[src/rtl/m_lsu.sv]
// m_lsu: M-stage load/store initiator for the five-stage MIPS pipeline.
// Runs one outstanding request/ack transaction on the data bus per aligned
// M-stage memory access. Stores get lane placement and byte enables. Loads get
// lane extraction and sign extension. Misaligned accesses are flagged and are
// never issued. A request with no ack is abandoned after TIMEOUT REQ cycles.
//
// Ports
//   clk, reset       clock; asynchronous active-low reset
//   M_MemRead/Write  access request from the M-stage instruction
//   M_DM_A, M_DM_WD  byte address and right-aligned store data
//   store_sel        00 word, 01 byte, 10 half, 11 word
//   load_sel         00 word, 01 signed byte, 10 signed half, 11 zero
//   M_stall          freeze F/D/E/M while the access is pending
//   M_DM_out         load result, held until the next load completes
//   M_AdEL/M_AdES    misaligned load/store, only reported in IDLE
//   bus_err          one-cycle pulse in DONE after a timeout
//   bus_*            request/ack data bus

// One byte lane of the store path: the data byte and enable bit for lane LANE.
module m_lsu_lane #(
  parameter int LANE = 0
) (
  input  logic [1:0] sel,
  input  logic [1:0] a,
  input  logic [7:0] wd_b,   // WD[7:0], replicated for byte stores
  input  logic [7:0] wd_h,   // WD byte that lands here for half stores
  input  logic [7:0] wd_w,   // WD byte that lands here for word stores
  output logic [7:0] wbyte,
  output logic       be
);
  always_comb begin
    wbyte = wd_w;
    be    = 1'b1;
    case (sel)
      2'b01: begin
        wbyte = wd_b;
        be    = (a == 2'(LANE));
      end
      2'b10: begin
        wbyte = wd_h;
        be    = (a[1] == 1'(LANE / 2));
      end
      default: ;
    endcase
  end
endmodule

module m_lsu #(
  parameter int TIMEOUT = 255
) (
  input  logic        clk,
  input  logic        reset,
  input  logic        M_MemRead,
  input  logic        M_MemWrite,
  input  logic [31:0] M_DM_A,
  input  logic [31:0] M_DM_WD,
  input  logic [1:0]  store_sel,
  input  logic [1:0]  load_sel,
  output logic        M_stall,
  output logic [31:0] M_DM_out,
  output logic        M_AdEL,
  output logic        M_AdES,
  output logic        bus_err,
  output logic        bus_req,
  output logic        bus_we,
  output logic [31:0] bus_addr,
  output logic [31:0] bus_wdata,
  output logic [3:0]  bus_be,
  input  logic        bus_ack,
  input  logic [31:0] bus_rdata
);
  localparam int NUM_LANES = 4;
  localparam logic [1:0] S_IDLE = 2'd0, S_REQ = 2'd1, S_DONE = 2'd2;

  logic [1:0] state;
  logic [7:0] tcnt;
  logic [1:0] a_q, lsel_q;

  // A store wins when both read and write are requested.
  logic       access, misal, start, expire;
  logic [1:0] size_sel;

  assign access   = M_MemRead | M_MemWrite;
  assign size_sel = M_MemWrite ? store_sel : load_sel;

  always_comb begin
    case (size_sel)
      2'b01:   misal = 1'b0;
      2'b10:   misal = M_DM_A[0];
      default: misal = (M_DM_A[1:0] != 2'b00);
    endcase
  end

  assign M_AdEL  = (state == S_IDLE) & M_MemRead & ~M_MemWrite & misal;
  assign M_AdES  = (state == S_IDLE) & M_MemWrite & misal;
  assign start   = (state == S_IDLE) & access & ~misal;
  assign M_stall = start | (state == S_REQ);
  // Last REQ cycle: TIMEOUT REQ cycles without an ack end the transaction.
  assign expire  = (tcnt == 8'(TIMEOUT - 1));

  // Store lanes.
  logic [NUM_LANES-1:0][7:0] wdata_n;
  logic [NUM_LANES-1:0]      be_n;

  for (genvar i = 0; i < NUM_LANES; i++) begin : g_lane
    m_lsu_lane #(.LANE(i)) u_lane (
      .sel   (store_sel),
      .a     (M_DM_A[1:0]),
      .wd_b  (M_DM_WD[7:0]),
      .wd_h  (M_DM_WD[8*(i%2) +: 8]),
      .wd_w  (M_DM_WD[8*i +: 8]),
      .wbyte (wdata_n[i]),
      .be    (be_n[i])
    );
  end

  // Load extract from the registered lane offset.
  logic [31:0] rsh, ld_ext;
  assign rsh = bus_rdata >> {a_q, 3'b000};

  always_comb begin
    case (lsel_q)
      2'b00:   ld_ext = bus_rdata;
      2'b01:   ld_ext = {{24{rsh[7]}}, rsh[7:0]};
      2'b10:   ld_ext = a_q[1] ? {{16{bus_rdata[31]}}, bus_rdata[31:16]}
                               : {{16{bus_rdata[15]}}, bus_rdata[15:0]};
      default: ld_ext = 32'd0;
    endcase
  end

  always_ff @(posedge clk or negedge reset) begin
    if (!reset) begin
      state     <= S_IDLE;
      tcnt      <= '0;
      a_q       <= '0;
      lsel_q    <= '0;
      bus_req   <= 1'b0;
      bus_we    <= 1'b0;
      bus_addr  <= '0;
      bus_wdata <= '0;
      bus_be    <= '0;
      M_DM_out  <= '0;
      bus_err   <= 1'b0;
    end else begin
      bus_err <= 1'b0;
      case (state)
        S_IDLE: if (start) begin
          state     <= S_REQ;
          tcnt      <= '0;
          bus_req   <= 1'b1;
          bus_we    <= M_MemWrite;
          bus_addr  <= {M_DM_A[31:2], 2'b00};
          bus_wdata <= wdata_n;
          bus_be    <= M_MemWrite ? be_n : 4'b0000;
          lsel_q    <= load_sel;
          a_q       <= M_DM_A[1:0];
        end
        S_REQ: begin
          if (bus_ack) begin
            state   <= S_DONE;
            bus_req <= 1'b0;
            if (!bus_we) M_DM_out <= ld_ext;
          end else if (expire) begin
            // Abandoned: loads return 0, stores are dropped.
            state   <= S_DONE;
            bus_req <= 1'b0;
            bus_err <= 1'b1;
            if (!bus_we) M_DM_out <= '0;
          end else begin
            tcnt <= tcnt + 8'd1;
          end
        end
        S_DONE:  state <= S_IDLE;
        default: state <= S_IDLE;
      endcase
    end
  end
endmodule

[config.mk]
export PLATFORM = sky130hd
export DESIGN_NAME = m_lsu
export DESIGN_NICKNAME = d
export VERILOG_FILES = /design/src/rtl/m_lsu.sv
export SDC_FILE = /design/constraint.sdc
export NUM_CORES = 1
export LEC_CHECK = 0
export BUFFER_PORTS_ARGS = -buffer_cell sky130_fd_sc_hd__buf_4
export CAP_MARGIN = 20
export CELL_PAD_IN_SITES_DETAIL_PLACEMENT = 0
export CELL_PAD_IN_SITES_GLOBAL_PLACEMENT = 1
export CORE_ASPECT_RATIO = 1.4
export CORE_UTILIZATION = 30
export CTS_BUF_LIST = sky130_fd_sc_hd__clkbuf_8
export DETAILED_ROUTE_END_ITERATION = 16
export HOLD_SLACK_MARGIN = 0.02
export PLACE_DENSITY_LB_ADDON = 0.2
export SYNTH_ARGS = -nofsm -noshare
export SYNTH_HDL_FRONTEND = slang
export SYNTH_SLANG_ARGS = --single-unit
[constraint.sdc]
create_clock -name clk -period 4.1 [get_ports clk]
set_input_delay 0.205 -clock clk [delete_from_list [all_inputs] [get_ports clk]]
set_output_delay 0.205 -clock clk [all_outputs]
set_load 0.02 [all_outputs]
==> impl_metrics.tcl, run 1 <==
set metrics [dict create \
    top_layer "met4" \
    cp_max_fo 31 \
    finalNonFillerCells 1062 \
    synth_top_area_frac 0.5351 \
    synth_xor_area_frac 0.003257 \
    required_ps 3890 \
    ys_types 44 \
    post_cts_buffers 0 \
    initial_core_util 0.3078 \
    finalSetupViolCount 0 \
    holdWs_ps 54.01 \
    drt_iter0_drc 271 \
    r2r-start "a_q[1]" \
    area_growth_pct 50.00 \
    ant_nets 0 \
    reg2reg_depth 4 \
    grt_usage 0.1959 \
    synth_edf_count 0 \
    num_rows 57 \
    cpPeakStageDelay_ps 550 \
    fillCellCount 1729 \
    period_share 0.6949 \
    netlist.top_cell.by_area "dfrtp_1" \
    hpwl_microns 12370 \
    critPathBufInv 3 \
    min_period_ps 2849 \
    dr.pass1.iters 4 \
    ys_ff_latch 115 \
    min_path_type "in2reg" \
    power_uw 5848 \
    cp_top_family "buffers and inverters" \
    async_reset_ff_frac 1.000 \
    synth_mux_area_frac 0.05305 \
    max_freq_mhz 351.0 \
    crit_slowest_cell "dlygate4sd3_1" \
    cts_tree "yes" \
    path_cells "dlygate4sd3_1, buf_4, mux2_2, ha_1, o21ai_1, o2111ai_4, nand2_1, buf_4" \
    clk_pin_slew_ps 70 \
    final_nets 923 \
    hp-start "M_DM_WD[20]" \
    path_common_cell "buf_4" \
    ctsRootBufferMaster "clkbuf_8" \
    routed_wl_microns 17140 \
    crit_path_start_kind "input pin" \
    cts-buffers-inserted 17 \
    layout-drive-gt1-share 0.3063 \
    syn_inst 571 \
    antenna_found_initial 0 \
    synth_top_family_by_area "compound AO/OA/AOI/OAI gates" \
    slew_viol_final 0 \
    cts-resized-gates 0 \
    arrival_ps 2640 \
    synth_adder_area_share 0.01163 \
    ys.flop_type "dfrtp_1" \
    gp_congestion 0.8568 \
    max_cap_violations 0 \
    max-vdd-ir-drop_mv 0.3036 \
    synth_area_leaders "dfrtp_1 54%, nand2_1 11%, a21oi_1 4.7%" \
    synth_warnings 0 \
    clock-sinks 115 \
    worst-r2r-setup-slack_ps 1690 \
    status "completed" \
    io_pins 211 \
    vias_per_cell 4.787 \
    p_per_area_mw_per_mm2 725.0 \
    finClkSkew_ps 8.536 \
    path_class "in2out" \
    hold-path-cell-count 3 \
    die_w_microns 115.2 \
    core-area_sq_mm 0.01747 \
    post-route-util 0.4617 \
    cts_max_level 4 \
    clk_latency_ps 440 \
    ctsHoldBuffers 50 \
    r2r_end "M_DM_out[19]" \
    synth-simple-area-share 0.1682 \
    die_h_microns 160.4 \
    synthesis.area_sq_mm 0.005378 \
    wl_met1_microns 6680 \
    grt_pass1_vias 5346 \
    dpl.cell_count 980 \
    grt_max_degree 67 \
    overflow 0 \
    worstSetupEndpointType "primary output" \
    power.leakage_uw 0.004025 \
    wl_per_cell_microns 16.14 \
    tns_ps 0 \
    vias 5084 \
    wl_met3_microns 1298 \
    final_hold_viol_count 0 \
    dieArea_sq_mm 0.01847 \
    portBuffers 208 \
    yosysSeqAreaShare 0.5351 \
    antenna_cells 0 \
    clock_path_buffers 2 \
    min_to "bus_wdata[20]" \
    dr_wl_met2_microns 8898 \
    synth_compound_area_frac 0.1864 \
    synth.avg_cell_area_sq_um 9.418 \
    rsz0062_at_grt "false" \
    drc 0 \
    worst_slew_pin_slew_ps 1031 \
    slew_headroom 0.3128 \
    grt_pass1_wl_microns 27670 \
]
## tightest hold or removal path, cell delays in order
cell and delay, ps:
buf_4 80, mux2i_1 50, o21ai_0 120
## registers in the layout, summed over array words and instances, names as in the netlist
register,flops
bus_req,1
M_DM_out,32
state,2
bus_be,4
bus_wdata,32
bus_err,1
tcnt,8
a_q,2
lsel_q,2
bus_addr,30
bus_we,1
## layer usage
layer  global-route usage  vias to the layer above
li1                     -                     2462
met1               0.2181                     2431
met2               0.3456                      171
met3              0.06679                       20
met4              0.06257                        0
met5                    0                        -
## cells in the mapped netlist, types with 2 or more instances
| cell type | n |
|---|---|
| nand2_1 | 156 |
| dfrtp_1 | 115 |
| a21oi_1 | 51 |
| o21ai_0 | 40 |
| clkbuf_1 | 35 |
| mux2i_1 | 24 |
| nor2_1 | 19 |
| o2bb2ai_1 | 18 |
| a22o_1 | 10 |
| a22oi_1 | 9 |
| inv_1 | 8 |
| nand2b_1 | 8 |
| a221o_1 | 7 |
| o211ai_1 | 7 |
| nand3_1 | 6 |
| and3_1 | 5 |
| ha_1 | 5 |
| a211o_1 | 4 |
| nor3_1 | 4 |
| nor3b_1 | 4 |
| a21o_1 | 3 |
| buf_6 | 3 |
| nand4_1 | 3 |
| buf_2 | 2 |
| buf_4 | 2 |
| mux2_2 | 2 |
| nor2b_1 | 2 |
| o21ai_1 | 2 |
| xnor2_1 | 2 |
## cell usage in the layout (no fill, tap or decap), drive strengths merged, types with 8 or more instances in the layout
master	Yosys	layout
o21ai	42	42
nor2	19	19
a22oi	9	9
a21oi	52	52
dfrtp	115	115
buf	8	215
o2bb2ai	18	18
a22o	10	10
clkbuf	35	21
mux2i	24	24
inv	8	10
nand2	156	156
nand2b	8	8
dlygate4sd3	0	50
## logic make-up after synthesis
kind of cell	count (synthesis)
other	1
and+or+nand+nor	214
muxes	27
buffers and inverters	51
DFF	115
AOI/OAI and AO/OA	156
xor gates and xnor gates	2
adders and majority gates	5
## per-stage QoR
step / cell area (sq um) / setup WS [ps]
final: 8066 / 1251
after global routing: 8066 / 1012
after CTS: 8066 / 1194
after detailed placement: 7119 / 1329
after global placement: 7119 / 1443
after floorplan: 5381 / 1833
## worst max path at each step
stage          slack (ps)  cells past startpoint   startpoint            to
2_1_floorplan        1830                      8   M_MemWrite       M_stall
3_3_place_gp         1440                      8   M_MemWrite  bus_wdata[8]
3_5_place_dp         1330                      8   M_MemWrite  bus_wdata[8]
4_1_cts              1190                      8  load_sel[1]       M_stall
5_1_grt              1010                      8  load_sel[1]       M_stall
6_report             1250                      8  load_sel[1]       M_stall
## power breakdown
| group | leakage (uW) | total [uW] | switching [uW] | internal [uW] |
|---|---|---|---|---|
| registers | 0.00146 | 2020 | 390 | 1630 |
| logic | 0.00234 | 2640 | 1510 | 1130 |
| clock network | 0.000230 | 1180 | 464 | 720 |
| total | 0.00402 | 5850 | 2370 | 3480 |
## cell type report
cell class | instances | area [sq um] | share of cell area
sequential | 115 | 2878 | 0.3568
multi-input combinational | 406 | 2302 | 0.2854
timing repair buffer | 265 | 2115 | 0.2621
tap | 236 | 295.3 | 0.03661
clock buffer | 21 | 289.0 | 0.03583
clock inverter | 11 | 157.7 | 0.01954
inverter | 8 | 30.03 | 0.003723
Note: power is estimated with default switching activity, not from simulation.
==> run 2: changes to the inputs <==
Clock period 4.1 ns to 2.3 ns, I/O delays scaled along.
==> impl_metrics.tcl, run 2 (same netlist as run 1, synthesis figures left out) <==
set metrics [dict create \
    antenna_found_initial 0 \
    worstSetupEndpointType "flop" \
    clock-sinks 115 \
    worst-r2r-setup-slack_ps 240 \
    max-vdd-ir-drop_mv 0.5976 \
    final_cell_mix "219 x buf_4, 156 x nand2_1, 115 x dfrtp_1" \
    antenna_cells 0 \
    worst_slew_pin_slew_ps 884.0 \
    switching_share 0.4212 \
    die_w_microns 115.2 \
    dpl.cell_count 989 \
    reg_top3 "M_DM_out: 32 flops, bus_wdata: 32 flops, bus_addr: 30 flops" \
    min_period_ps 2063 \
    startpoint "tcnt[1]" \
    rsz0062_at_grt "false" \
    mostFrequentLayoutCell "buf_4" \
    drt_iter0_drc 196 \
    arrival_ps 2420 \
    io_pins 211 \
    clock_path_buffers 2 \
    final_hold_viol_count 0 \
    cts_max_level 4 \
    slew_headroom 0.4106 \
    portBuffers 208 \
    tns_ps 0 \
    cts_tree "yes" \
    cts-buffers-inserted 17 \
    dr.pass1.iters 4 \
    post_cts_buffers 0 \
    finalSetupViolCount 0 \
    p_seq_frac 0.338 \
    power_uw 10420 \
    ctsRootBufferMaster "clkbuf_8" \
    max_cap_violations 0 \
    ctsHoldBuffers 92 \
    finClkSkew_ps 14.82 \
    clk_pin_slew_ps 80 \
    num_rows 57 \
    ant_nets 0 \
    area_growth_pct 59.21 \
    p_int_uw 6033 \
    hold-path-cell-count 4 \
    power_switching_uw 4389 \
    status "completed" \
    slew_viol_final 0 \
    routed_wl_microns 18000 \
    cp_max_fo 20 \
    post-route-util 0.4900 \
    period_share 0.8968 \
    grt_pass1_wl_microns 28710 \
    layout-drive-gt1-share 0.3010 \
    max_freq_mhz 484.8 \
    reg2reg_depth 6 \
    p_clk_frac 0.182 \
    r2r_end "M_DM_out[16]" \
    hpwl_microns 12660 \
    crit_path_start_kind "flop" \
    finalNonFillerCells 1113 \
    grt_pass1_vias 5590 \
    grt_usage 0.2031 \
    required_ps 2660 \
    crit_end "M_DM_out[16]" \
    p_per_area_mw_per_mm2 1217 \
    drc 0 \
    wl_per_cell_microns 16.17 \
    die_h_microns 160.4 \
    r2r-start "tcnt[1]" \
    overflow 0 \
    vias 5335 \
    core-area_sq_mm 0.01747 \
    gp_congestion 0.8435 \
    vias_per_cell 4.793 \
    dieArea_sq_mm 0.01847 \
    clk_latency_ps 450 \
    power_frac_comb 0.481 \
    grt_max_degree 52 \
    power.leakage_uw 0.004228 \
    final_nets 974 \
    cts-resized-gates 0 \
    path_class "reg2reg" \
    initial_core_util 0.3078 \
    min_path_type "in2reg" \
]
run 2: how the worst min path moves through the flow:
stage	startpoint	end	slack, ps
6_report	bus_rdata[8]	M_DM_out[8]	70
5_1_grt	bus_rdata[8]	M_DM_out[8]	70
4_1_cts	bus_rdata[11]	M_DM_out[11]	30
3_5_place_dp	reset	M_DM_out[0]	190
3_3_place_gp	reset	M_DM_out[0]	190
2_1_floorplan	reset	M_DM_out[0]	-180
run 2: stage by stage:
step	area (sq um)	setup slack [ps]	hold WS (ps)
2_1_floorplan	5381	127.7	-180.6
3_3_place_gp	7249	190.3	193.7
3_5_place_dp	7249	138.4	192.9
4_1_cts	8562	241.1	32.42
5_1_grt	8562	91.47	66.50
6_report	8562	237.4	66.96
run 2: critical path: stages (launching register included):
cell,delay [ps]
dfrtp_1,430
ha_1,220
nand4_1,90
nor2_1,80
o21ai_2,680
buf_4,330
o2bb2ai_1,150
run 2: cell type report:
type	count	area, sq um
clock buffer	17	234.0
sequential	115	2878
timing repair buffer	316	2665
tap	236	295.3
fill	1683	8911
clock inverter	15	157.7
inverter	8	30.03
multi-input combinational	406	2302
run 2: layer usage:
metal	global-route usage	vias up	part of all wire
li1	-	2580	-
met1	0.2297	2524	0.39
met2	0.3530	201	0.52
met3	0.06038	30	0.069
met4	0.08205	0	0.023
met5	0	-	0
run 2: power by group through the flow:
stage	Clock, uW	Sequential, uW	Combinational, uW
2_1_floorplan	0	4420	1800
4_1_cts	1960	3520	5060
3_5_place_dp	0	3540	4930
6_report	1890	3520	5010
5_1_grt	2040	3640	5440
3_3_place_gp	0	3520	4860
==> run 3: changes to the inputs <==
Settings changed: GPL_TIMING_DRIVEN set to 0, RECOVER_POWER set to 50.
==> impl_metrics.tcl, run 3 (same netlist as run 1, synthesis figures left out) <==
set metrics [dict create \
    status "completed" \
    crit_slowest_cell "mux2_2" \
    finalNonFillerCells 1139 \
    reg_top3 "M_DM_out: 32 flops, bus_wdata: 32 flops, bus_addr: 30 flops" \
    min_path_type "in2reg" \
    portBuffers 207 \
    finClkSkew_ps 16.17 \
    io_pins 211 \
    dpl.cell_count 1016 \
    max-vdd-ir-drop_mv 0.5955 \
    clk_latency_ps 440 \
    cts_tree "yes" \
    arrival_ps 1950 \
    finalSetupViolCount 0 \
    grt_pass1_wl_microns 28800 \
    clock_path_buffers 2 \
    rsz0062_at_grt "false" \
    antenna_cells 0 \
    slew_viol_final 0 \
    mostFrequentLayoutCell "buf_4" \
    gp_congestion 0.8841 \
    cp_max_fo 19 \
    initial_core_util 0.3078 \
    reg2reg_depth 5 \
    die_h_microns 160.4 \
    path_class "in2out" \
    area_growth_pct 55.93 \
    cts_max_level 4 \
    worst_slew_pin_slew_ps 1274 \
    post-route-util 0.4799 \
    drt_iter0_drc 209 \
    hpwl_microns 13210 \
    routed_wl_microns 18170 \
    dr.pass1.iters 5 \
    final_hold_viol_count 0 \
    hold-path-cell-count 4 \
    power.leakage_uw 0.004036 \
    ant_nets 0 \
    die_w_microns 115.2 \
    path_cells "clkbuf_1, mux2_2, ha_1, o21ai_2, o2111ai_2, buf_2, nand2_1, buf_4" \
    grt_pass1_vias 5752 \
    period_share 0.8988 \
    final_nets 1000 \
    required_ps 2180 \
    clk_pin_slew_ps 80 \
    max_freq_mhz 483.7 \
    cp_top_family "buffers and inverters" \
    crit_cells 8 \
    overflow 0 \
    drc 0 \
    max_cap_violations 0 \
    min_period_ps 2067 \
    crit_path_start_kind "input pin" \
    core-area_sq_mm 0.01747 \
    layout-drive-gt1-share 0.2215 \
    grt_max_degree 69 \
    slew_headroom 0.1509 \
    vias_per_cell 4.795 \
    grt_usage 0.2033 \
    wl_per_cell_microns 15.95 \
    worstSetupEndpointType "primary output" \
    ctsRootBufferMaster "clkbuf_8" \
    final_cell_mix "157 x buf_4, 156 x nand2_1, 115 x dfrtp_1" \
    dieArea_sq_mm 0.01847 \
    cpPeakStageDelay_ps 380 \
    p_per_area_mw_per_mm2 1201 \
    clock-sinks 115 \
    critPathBufInv 3 \
    antenna_found_initial 0 \
    num_rows 57 \
    vias 5461 \
    cts-buffers-inserted 17 \
]
-- run 3: changes by cell type in the layout (fill, tap and decap cells not counted), sizes merged --
cell / before / now
bufinv: 2 / 3
buf: 224 / 164
inv: 10 / 11
clkinv: 7 / 6
clkinvlp: 4 / 2
clkbuf: 17 / 104
-- run 3: power breakdown --
| group | switching, uW | leakage [uW] | internal [uW] |
|---|---|---|---|
| Sequential | 539 | 0.00146 | 2910 |
| Combinational | 2910 | 0.00237 | 1790 |
| Clock | 837 | 0.000212 | 1070 |
-- run 3: area by class of cell --
class                   instances  area [sq um]
multi-input cells             406          2290
inverters                       8         30.03
flip-flops and latches        115          2878
repair buffers                301          2312
clock buffers                  18         247.7
clock inverters                14         146.4
well taps                     236         295.3
plain buffers                  41         186.4
fillers                      1754          9087
-- run 3: stage by stage --
step           setup TNS [ps]  hold WS, ps  instance area, sq um  total power, uW  worst slack [ps]
2_1_floorplan               0       -180.6                  5381             6220             127.7
4_1_cts                     0        38.36                  8591            10540             136.3
3_3_place_gp           -12950        308.3                  7231             8364            -358.8
5_1_grt                     0        59.31                  8386            10760             49.07
6_report                    0        70.00                  8386            10070             232.7
3_5_place_dp           -14160        96.47                  7262             8449            -374.8
-- run 3: path summary, 6_finish.rpt --
check	slack, ps	from	to
min	70	bus_rdata[10]	M_DM_out[10]
min in group asynchronous	510	reset	bus_addr[26]
max reg2reg	330	state[1]	tcnt[3]
max in group asynchronous	850	reset	bus_wdata[24]
max	230	M_MemWrite	M_stall
min reg2reg	480	bus_addr[26]	bus_addr[26]
-- run 3: layer usage --
layer | global-route usage | routed length (microns)
met5 | 0 | 0
met4 | 0.07733 | 433
met3 | 0.06566 | 1211
met2 | 0.3617 | 9400
met1 | 0.2211 | 7119
-- run 3: worst reg2reg max path: stages, from the launching register on --
cell	delay [ps]
dfrtp_1	400
or3b_1	370
clkbuf_1	180
a21oi_1	350
nor2_1	220
a211o_1	340
-- run 3: what timing repair did --
| action | CTS | global route |
|---|---|---|
| pin swaps | 1 | 0 |
| endpoints found under the setup margin | 1 | 27 |
| hold endpoints to repair | 141 | 0 |
| hold buffers | 92 | 0 |
| gates resized for setup | 2 | 0 |
| buffers inserted | 1 | 0 |
